--- src/rtl/riscv_pkg.sv ---
// riscv_pkg: shared front-end types and constants for fetch and decode
package riscv_pkg;
  localparam int DATA_WIDTH = 32;
  localparam int INSTR_WIDTH = 32;
  localparam logic [INSTR_WIDTH-1:0] NOP_INSTR = 32'h0000_0013;
  typedef struct packed {
    logic [DATA_WIDTH-1:0] pc;
    logic [INSTR_WIDTH-1:0] instr;
    logic misalign;
  } fetch_entry_t;
endpackage

--- src/rtl/fetch_queue.sv ---
// fetch_queue: FWFT instruction queue between fetch and decode with one-cycle redirect flush
module fetch_queue #(
  parameter int DATA_WIDTH = riscv_pkg::DATA_WIDTH,
  parameter int INSTR_WIDTH = riscv_pkg::INSTR_WIDTH,
  parameter int DEPTH = 4
) (
  input  logic                       clk_i,
  input  logic                       rst_ni,
  input  logic                       flush_i,
  input  logic                       in_valid_i,
  output logic                       in_ready_o,
  input  logic [INSTR_WIDTH-1:0]     in_instr_i,
  input  logic [DATA_WIDTH-1:0]      in_pc_i,
  output logic                       out_valid_o,
  input  logic                       out_ready_i,
  output logic [INSTR_WIDTH-1:0]     out_instr_o,
  output logic [DATA_WIDTH-1:0]      out_pc_o,
  output logic                       out_misalign_o,
  output logic [$clog2(DEPTH):0]     count_o
);
  localparam int PW = $clog2(DEPTH);
  localparam int CW = PW + 1;
  riscv_pkg::fetch_entry_t mem [DEPTH];
  riscv_pkg::fetch_entry_t head;
  logic [PW-1:0] wr_ptr, rd_ptr;
  logic [CW-1:0] count;
  logic push, pop;
  assign in_ready_o = count != CW'(DEPTH);
  assign out_valid_o = count != '0;
  assign push = in_valid_i & in_ready_o & ~flush_i;
  assign pop = out_valid_o & out_ready_i & ~flush_i;
  assign head = mem[rd_ptr];
  assign out_instr_o = out_valid_o ? head.instr : riscv_pkg::NOP_INSTR;
  assign out_pc_o = out_valid_o ? head.pc : '0;
  assign out_misalign_o = out_valid_o & head.misalign;
  assign count_o = count;
  // storage is deliberately unreset; only pointers and count define validity
  always_ff @(posedge clk_i)
    if (push) mem[wr_ptr] <= '{pc: in_pc_i, instr: in_instr_i, misalign: |in_pc_i[1:0]};
  // pointer and occupancy update; flush wins over any same-cycle push or pop
  always_ff @(posedge clk_i or negedge rst_ni)
    if (!rst_ni) begin
      wr_ptr <= '0;
      rd_ptr <= '0;
      count <= '0;
    end else if (flush_i) begin
      wr_ptr <= '0;
      rd_ptr <= '0;
      count <= '0;
    end else begin
      wr_ptr <= wr_ptr + PW'(push);
      rd_ptr <= rd_ptr + PW'(pop);
      count <= count + CW'(push) - CW'(pop);
    end
endmodule
--- config.mk ---
export PLATFORM = sky130hd
export DESIGN_NAME = fetch_queue
export DESIGN_NICKNAME = d
export VERILOG_FILES = /design/src/rtl/riscv_pkg.sv /design/src/rtl/fetch_queue.sv
export SDC_FILE = /design/constraint.sdc
export NUM_CORES = 1
export LEC_CHECK = 0
export ABC_AREA = 1
export ABC_CLOCK_PERIOD_IN_PS = 5000
export CAP_MARGIN = 5
export CORE_UTILIZATION = 58
export CTS_BUF_LIST = sky130_fd_sc_hd__clkbuf_4 sky130_fd_sc_hd__clkbuf_8
export DETAILED_ROUTE_END_ITERATION = 7
export HOLD_SLACK_MARGIN = 0.12
export PLACE_DENSITY = 0.87
export SLEW_MARGIN = 20
export SYNTH_ARGS = -nofsm -noshare
export SYNTH_HDL_FRONTEND = slang
export SYNTH_SLANG_ARGS = --single-unit
--- constraint.sdc ---
create_clock -name clk_i -period 5 [get_ports clk_i]
set_clock_uncertainty 0.15 [all_clocks]
set_input_delay 0.75 -clock clk_i [delete_from_list [all_inputs] [get_ports clk_i]]
set_output_delay 0.75 -clock clk_i [all_outputs]
set_load 0.02 [all_outputs]
==> metrics, run 1 <==
Final Cell Area 13760 µm²; critical path startpoint rd_ptr[0]; Static Leak 5.841 nW; violated checks DRC; area leader, netlist edfxtp_1; Setup WS post-layout 815.3 ps; RSZ-0062 raised after global routing false; status complete, but fails checks; largest net degree at the start of global routing 70; worst min-delay path category input port to async pin; iteration-0 DRC count of the detailed router 444; Clock Tree Root clkbuf_8; hold-fix buffers at CTS 0; CP Class flop to output port; drt first pass iters 8; post-synth net total 1145; Via density 5.085; final worst-path cycle share 83.69%; num ports 139; # diodes 0; worst-path fanout max 64; DR DRC count 2; Post-Syn Area 11460 µm²; Core Area 19400 µm²; Final ANT Viol Nets 0; most frequent cells in the layout nand2_1, inv_1, edfxtp_1, clkdlybuf4s50_1, nand3_1; largest family of logic cells by synthesized area simple AND/OR/NAND/NOR gates; YS warnings 0; Clock Sinks 267; placer congestion estimate 0.7499; Max Cap Violations 0; die span in x 142.5 µm; vias in the first global route 7560; WL/cell 15.41 µm; unique cell type count in the Yosys netlist 18; flops & latches, synth 267; initial antenna violation count 0; Hold Vio Cnt, Final 0; crit start category flop; Slew headroom 30.24%; Worst EP required 4100 ps; sequential element share of the synthesized area 69.68%; minimum clock period 4185 ps; final net count 1292; Clock Pin Slew Worst Setup and Hold Paths 60 ps; CTS Buf Count 41; vias 7678; Max Transition Viols Final 0; setup tns final 0 ps; commonest non-fill, non-tap cell in the layout nand2_1; Simple-Gate Fraction of Synth Area 15.26%; post-CTS setup buffers 0; Max VDD drop 0.5189 mV; final setup fails 0; post_cts resized 0; Critical Path AT 3280 ps; top cell type's share of synthesized area 68.15%; # port buffers 138; first-pass GRT wire length 36330 µm; filler instances 1307; WL final 23270 µm; CTS max path bufs 3; gr ovfl total 0; CTS tree yes; pwr dens 462.5 nW/µm²; Fmax achieved 239.0 MHz; Synth Area in Compound Gates 2.840%; Mapped Avg Cell Area 10.70 µm²; H-tree depth 2; CP endpoint kind output port; adder-cell area share of the yosys netlist 0.6116%; Synth Instances 1071; Worst-Margin Slew 1044 ps; pre-CTS setup slack 1333 ps; Final HPWL DP 13560 µm; die area 20320 µm²; area delta synth->final 20.10%; XOR/XNOR Fraction of Synth Area 0.07645%; layout cell share with drive strength beyond 1 6.827%; worst skew pair latency 520 ps; Initial Utilization 59.06%; GRT Total Usage 23.53%; dominant cells by area after synthesis edfxtp_1, nand2_1, inv_1; post-synthesis mux area share 0%; cell row count 51; worst r2r src count_o[1]; Post-DP Area 13020 µm²; Die Span Y 142.5 µm
[layout make-up]
| class | instances | area [µm²] | share of cell area [%] |
|---|---|---|---|
| sequential | 267 | 7988 | 58.06 |
| multi-input combinational | 491 | 2187 | 15.90 |
| timing repair buffer | 154 | 1526 | 11.09 |
| inverter | 263 | 989.7 | 7.194 |
| clock buffer | 56 | 676.9 | 4.920 |
| tap | 265 | 331.6 | 2.410 |
| clock inverter | 14 | 58.81 | 0.4274 |
[cells in the mapped netlist]
master,instances
dfrtp_1,7
buf_2,21
xnor2_1,1
nor2_2,1
clkbuf_1,9
or2_2,1
nor2_1,11
buf_6,12
edfxtp_1,260
nand2_1,274
buf_4,8
inv_2,2
o21ai_0,1
a21oi_1,64
fa_1,1
inv_1,261
nand3_1,133
ha_1,4
[worst max-delay path, stage by stage, from the launching register on]
cell,delay [ps]
dfrtp_4,880
inv_4,400
buf_4,410
nand2_1,120
nand3_1,90
a21oi_1,220
clkdlybuf4s50_1,640
[state kept, by name, indices dropped and copies added (netlist names)]
signal and cells:
count_o 3, wr_ptr 2, rd_ptr 2, mem 260
[final timing paths]
kind	slack, ps	to	cells past startpoint
worst max-delay path	820	out_pc_o[2]	6
worst min-delay path	370	count_o[0]	1
worst max register to register	1890	count_o[2]	12
worst min register to register	460	wr_ptr[1]	2
max in group asynchronous	4000	rd_ptr[0]	1
min in group clk_i	460	wr_ptr[1]	2
[stage by stage]
stage / hold WS (ps) / power [mW] / cells / utilization (%)
2_1_floorplan: 304.4 / 3.874 / 1071 / -
3_3_place_gp: 432.3 / 4.733 / 1440 / 67.13
3_5_place_dp: 451.3 / 4.776 / 1440 / 67.13
4_1_cts: 350.9 / 6.403 / 1510 / 70.92
5_1_grt: 361.9 / 6.652 / 1510 / 70.92
6_report: 370.5 / 6.363 / 1510 / 70.92
[routing by layer]
metal	up-vias	wire length [µm]	track usage, %
met5	-	0	0
met4	0	575	10.13
met3	46	1646	4.240
met2	303	12020	41.49
met1	3631	9034	28.41
li1	3698	-	-
[kinds of logic (layout without fill, tap and decap cells)]
group	count (synthesis)	count (layout)
buffers and inverters	313	487
and+or+nand+nor	420	420
adders and majority gates	5	5
DFF	267	267
AOI/OAI and AO/OA	65	65
xor gates and xnor gates	1	1
[power by group]
part,internal (mW),switching (mW)
sequential,2.58,0.0799
clock,0.871,0.755
combinational,0.821,1.25
No activity file was read; power rests on OpenSTA's default activity.
==> inputs of run 2 (changes only) <==
ABC_CLOCK_PERIOD_IN_PS = 3800   (was 5000)
CORE_UTILIZATION = 52   (was 58)
PLACE_DENSITY = 0.82   (was 0.87)
clock period = 3.8 ns   (was 5 ns; I/O delays follow)
==> run 2 against run 1 <==
- the flow now finishes without violations
- setup slack got worse by 460 ps
- first-iteration DRC count decreased by 1.4%
- via count down 1.5%
- count of clock-buffer cells in the layout rose by 10
- register-to-register slack worse by 800 ps
- utilization decreased by 5.5 points
- combinational power up 36%
- sequential cell count unchanged
- non-clock buffer count up 3
- global-route usage is 2.0 points lower
- die area up 11%
==> metrics, run 2 (synthesis gave the netlist of run 1 again) <==
R2R Setup Slk 1090 ps (-800 ps); initial antenna violation count 0 (unchanged); Post-DP Area 13080 µm² (+0.46%); Static Leak 5.930 nW (+1.5%); Initial Utilization 53.82% (-5.2 points); CP Class flop to output port; status complete, no violations; die area 22630 µm² (+11%); # port buffers 138 (unchanged); number of flip-flops under the largest register name 260 (unchanged); Slew headroom 55.51% (+25 points); worst hold slack 172.1 ps (-198.4 ps); post-CTS setup buffers 0 (unchanged); WL/cell 15.51 µm (+0.61%); iteration-0 DRC count of the detailed router 438 (-1.4%); Max Cap Violations 0 (unchanged); area delta synth->final 21.56%; worst min-delay path category input port to async pin; Worst-Margin Slew 667.4 ps (-376.5 ps); first-pass GRT wire length 36980 µm (+1.8%); gr ovfl total 0 (unchanged); CTS max path bufs 3 (unchanged); pwr dens 622.2 nW/µm² (+35%); Clock Sinks 267 (unchanged); GRT Total Usage 21.55% (-2.0 points); cell row count 53 (+3.9%); layout cell share with drive strength beyond 1 7.754% (+0.93 points); Die Span Y 150.4 µm (+5.5%); final core utilization 65.42% (-5.5 points); CTS Buf Count 43 (+4.9%); worst skew pair latency 530 ps (about the same); Core Area 21290 µm² (+9.7%); largest net degree at the start of global routing 132 (+89%); CP peak stage delay 660 ps (-220 ps); CP endpoint kind output port; DP Cell Count 1453 (+0.90%); Max Transition Viols Final 0 (unchanged); vias 7566 (-1.5%); Clock Tree Root clkbuf_8; Setup WS post-layout 358.7 ps (-456.6 ps); Non-Filler Instances 1526 (+1.1%); pre-CTS setup slack 858.3 ps (-475.1 ps); commonest non-fill, non-tap cell in the layout nand2_1; Fmax achieved 290.6 MHz; # diodes 0 (unchanged); worst r2r src count_o[1]; Hold Vio Cnt, Final 0 (unchanged); WL final 23660 µm (+1.7%); final net count 1297 (+0.39%); Clock Pin Slew Worst Setup and Hold Paths 60 ps (about the same); final setup fails 0 (unchanged); num ports 139 (unchanged); reg2reg end count_o[2]; drt first pass iters 5 (-3); die span in x 150.4 µm (+5.5%); hold-fix buffers at CTS 0 (unchanged); Max VDD drop 0.3517 mV (-32%); Final ANT Viol Nets 0 (unchanged); most frequent cells in the layout nand2_1, inv_1, edfxtp_1, clkdlybuf4s50_1, nand3_1; placer congestion estimate 0.7556 (+0.76%); final worst-path cycle share 90.56%; FF-to-FF path depth 12 (unchanged); cell with the largest stage delay on the worst path clkdlybuf4s50_1; worst-path fanout max 34 (-47%); minimum clock period 3441 ps; CTS tree yes; post_cts resized 0 (unchanged); setup tns final 0 ps (unchanged); crit path cell chain buf_4 > nand3_1 > a21oi_1 > clkdlybuf4s50_1; DR DRC count 0 (-2); H-tree depth 2 (unchanged); Final Cell Area 13930 µm² (+1.2%); Critical Path AT 2720 ps (-560 ps); Power Total 8.665 mW (+36%); Via density 4.958 (-2.5%); vias in the first global route 7502 (-0.77%); Worst EP required 3080 ps (-1020 ps); Final HPWL DP 13600 µm (+0.30%); RSZ-0062 raised after global routing false; crit start category flop; Largest Register mem
[run 2: metal layers]
| layer | GRT usage [%] | share of wire, % | wire length (µm) | vias up |
|---|---|---|---|---|
| met5 | 0 | 0 | 0 | - |
| met4 | 7.172 | 1.7 | 414 | 0 |
| met3 | 4.667 | 6.4 | 1518 | 30 |
| met2 | 37.53 | 51 | 12120 | 236 |
| met1 | 26.58 | 41 | 9610 | 3587 |
| li1 | - | - | - | 3713 |
[run 2: final cells by class]
type | count | area (µm²)
timing repair buffer | 157 | 1574
multi-input combinational | 491 | 2187
clock inverter | 7 | 53.80
clock buffer | 66 | 789.5
sequential | 267 | 7988
fill | 1583 | 7361
inverter | 263 | 989.7
tap | 275 | 344.1
[run 2: worst max-delay path by stage]
stage               start              to  slack (ps)  cells past startpoint
5_1_grt         rd_ptr[0]     out_pc_o[4]         250                      6
3_3_place_gp      flush_i      count_o[2]         900                     11
6_report        rd_ptr[1]  out_instr_o[5]         360                      4
3_5_place_dp      flush_i      count_o[2]         860                     12
2_1_floorplan  count_o[1]       mem[0][0]        -600                      4
4_1_cts         rd_ptr[1]  out_instr_o[5]         330                      4
[run 2: power breakdown]
| group | switching [mW] | leakage [nW] | internal [mW] | total (mW) |
|---|---|---|---|---|
| Clock | 1.02 | 0.451 | 1.38 | 2.39 |
| Sequential | 0.0594 | 2.45 | 3.40 | 3.46 |
| Combinational | 1.69 | 3.03 | 1.12 | 2.81 |
| Total | 2.77 | 5.93 | 5.89 | 8.67 |
[run 2: critical path, delay by kind of cell, from the launching register on]
family	cells	cell delay, ps
buffers and inverters	2	1160
and+or+nand+nor	1	130
AOI/OAI and AO/OA	1	240
DFF	1	620
==> inputs of run 3 (changes only) <==
ABC_CLOCK_PERIOD_IN_PS = 4360   (was 3800)
CORE_UTILIZATION = 62   (was 52)
PLACE_DENSITY = 0.91   (was 0.82)
SLEW_MARGIN = not set   (was 20)
clock period = 4.36 ns   (was 3.8 ns; I/O delays follow)
==> run 3 against run 2 <==
- die area fell by 16%
- utilization grew 11 points
- setup slack better by 4.9 ps
- clock power is 18% lower
- cell count is 3.7% lower
- combinational power down 13%
==> metrics, run 3 (synthesis gave the netlist of run 1 again) <==
Final HPWL DP 14420 µm (+6.0%); Clock Sinks 267 (unchanged); crit start category flop; most frequent cells in the layout nand2_1, inv_1, edfxtp_1, clkdlybuf4s50_1, nand3_1; Core Area 18020 µm² (-15%); Clock Tree Root clkbuf_8; drt first pass iters 5 (unchanged); cell internal pwr 4.966 mW (-16%); minimum clock period 3996 ps; met1 wire length 9337 µm (-2.8%); area delta synth->final 19.87%; Final ANT Viol Nets 0 (unchanged); Static Leak 5.852 nW (-1.3%); Max Transition Viols Final 0 (unchanged); final worst-path cycle share 91.66%; CP Class flop to output port; Largest Register mem; Worst EP required 3560 ps (+480 ps); num ports 139 (unchanged); commonest non-fill, non-tap cell in the layout nand2_1; Clock Pin Slew Worst Setup and Hold Paths 70 ps (about the same); routed length on met3 1823 µm (+20%); layout cell share with drive strength beyond 1 6.855% (-0.90 points); final setup fails 0 (unchanged); Max Cap Violations 0 (unchanged); gr ovfl total 0 (unchanged); CTS tree yes; Setup WS post-layout 363.6 ps (+4.853 ps); worst min-delay path category input port to async pin; worst skew pair latency 530 ps (about the same); Max VDD drop 0.4116 mV (+17%); Post-DP Area 12980 µm² (-0.78%); WL/cell 17.09 µm (+10%); vias 7883 (+4.2%); first-pass GRT wire length 38320 µm (+3.6%); worst hold slack 242.7 ps (+70.53 ps); Hold Vio Cnt, Final 0 (unchanged); worst-path fanout max 84 (+150%); post-CTS setup buffers 0 (unchanged); Die Span Y 137.9 µm (-8.3%); Critical Path AT 3190 ps (+470 ps); DP Cell Count 1401 (-3.6%); DR DRC count 0 (unchanged); pre-CTS setup slack 898.8 ps (+40.45 ps); sequential share of power 41.0% (+1.1 points); # diodes 0 (unchanged); number of flip-flops under the largest register name 260 (unchanged); die area 19020 µm² (-16%); GRT Total Usage 27.14% (+5.6 points); Via density 5.366 (+8.2%); die span in x 137.9 µm (-8.3%); CTS Buf Count 40 (-7.0%); Slew headroom 34.70% (-21 points); placer congestion estimate 0.7326 (-3.0%); Logic pwr share 32.8% (+0.4 points); Initial Utilization 63.56% (+9.7 points); DR WL met2 12790 µm (+5.6%); Clk pwr share 26.2% (-1.4 points); pwr dens 540.7 nW/µm² (-13%); highest metal used met4; sw power 2.458 mW (-11%); WL final 25110 µm (+6.1%); vias in the first global route 8049 (+7.3%); filler instances 1088 (-31%); final net count 1288 (-0.69%); cell row count 49 (-7.5%); initial antenna violation count 0 (unchanged); Worst-Margin Slew 979.5 ps (+312.2 ps); RSZ-0062 raised after global routing false; Fmax achieved 250.2 MHz; largest net degree at the start of global routing 89 (-33%); Final Cell Area 13730 µm² (-1.4%); CTS max path bufs 3 (unchanged); Non-Filler Instances 1469 (-3.7%); # port buffers 138 (unchanged); hold-fix buffers at CTS 0 (unchanged); status complete, no violations; CP endpoint kind output port; H-tree depth 2 (unchanged); Sw Share 33.11% (+1.1 points); post_cts resized 0 (unchanged); iteration-0 DRC count of the detailed router 690 (+58%)
run 3: layout make-up:
cell class              count  area, µm²  share of cell area (%)
clock buffers              55      669.4                   4.875
clock inverters            13      82.58                  0.6014
inverters                 263      989.7                   7.207
multi-input cells         491       2187                   15.93
flip-flops and latches    267       7988                   58.17
well taps                 229      286.5                   2.087
repair buffers            151       1529                   11.13
run 3: power groups by stage:
| stage | registers (mW) | clock network, mW | logic [mW] |
|---|---|---|---|
| 2_1_floorplan | 3.07 | 0 | 1.37 |
| 3_3_place_gp | 3.08 | 0 | 2.36 |
| 3_5_place_dp | 3.09 | 0 | 2.42 |
| 4_1_cts | 3.04 | 1.97 | 2.44 |
| 5_1_grt | 3.05 | 2.07 | 2.61 |
| 6_report | 3.04 | 1.95 | 2.44 |
run 3: critical path: stages, from the launching register on:
cell	delay, ps
dfrtp_4	680
inv_4	680
buf_4	430
nand2_1	90
nand3_1	110
a21oi_1	90
clkdlybuf4s50_1	560
run 3: per-layer routing:
layer | global-route usage, % | up-vias
li1 | - | 3689
met1 | 31.80 | 3715
met2 | 46.42 | 389
met3 | 5.154 | 90
met4 | 16.55 | 0
met5 | 0 | -
run 3: path summary, 6_finish.rpt:
check | start | to | slack (ps) | cells past startpoint
max in group asynchronous | rst_ni | rd_ptr[0] | 3530 | 1
max reg2reg | count_o[1] | count_o[2] | 1440 | 12
min in group clk_i | wr_ptr[1] | wr_ptr[1] | 470 | 2
min | rst_ni | wr_ptr[1] | 240 | 1
max | rd_ptr[0] | out_pc_o[14] | 360 | 6
min reg2reg | wr_ptr[1] | wr_ptr[1] | 470 | 2
run 3: per-stage QoR:
| stage | total power, mW | TNS, ps | utilization [%] |
|---|---|---|---|
| 2_1_floorplan | 4.443 | -9692 | - |
| 3_3_place_gp | 5.444 | 0 | 72.01 |
| 4_1_cts | 7.447 | 0 | 76.18 |
| 6_report | 7.425 | 0 | 76.18 |
| 5_1_grt | 7.730 | 0 | 76.18 |
| 3_5_place_dp | 5.512 | 0 | 72.01 |
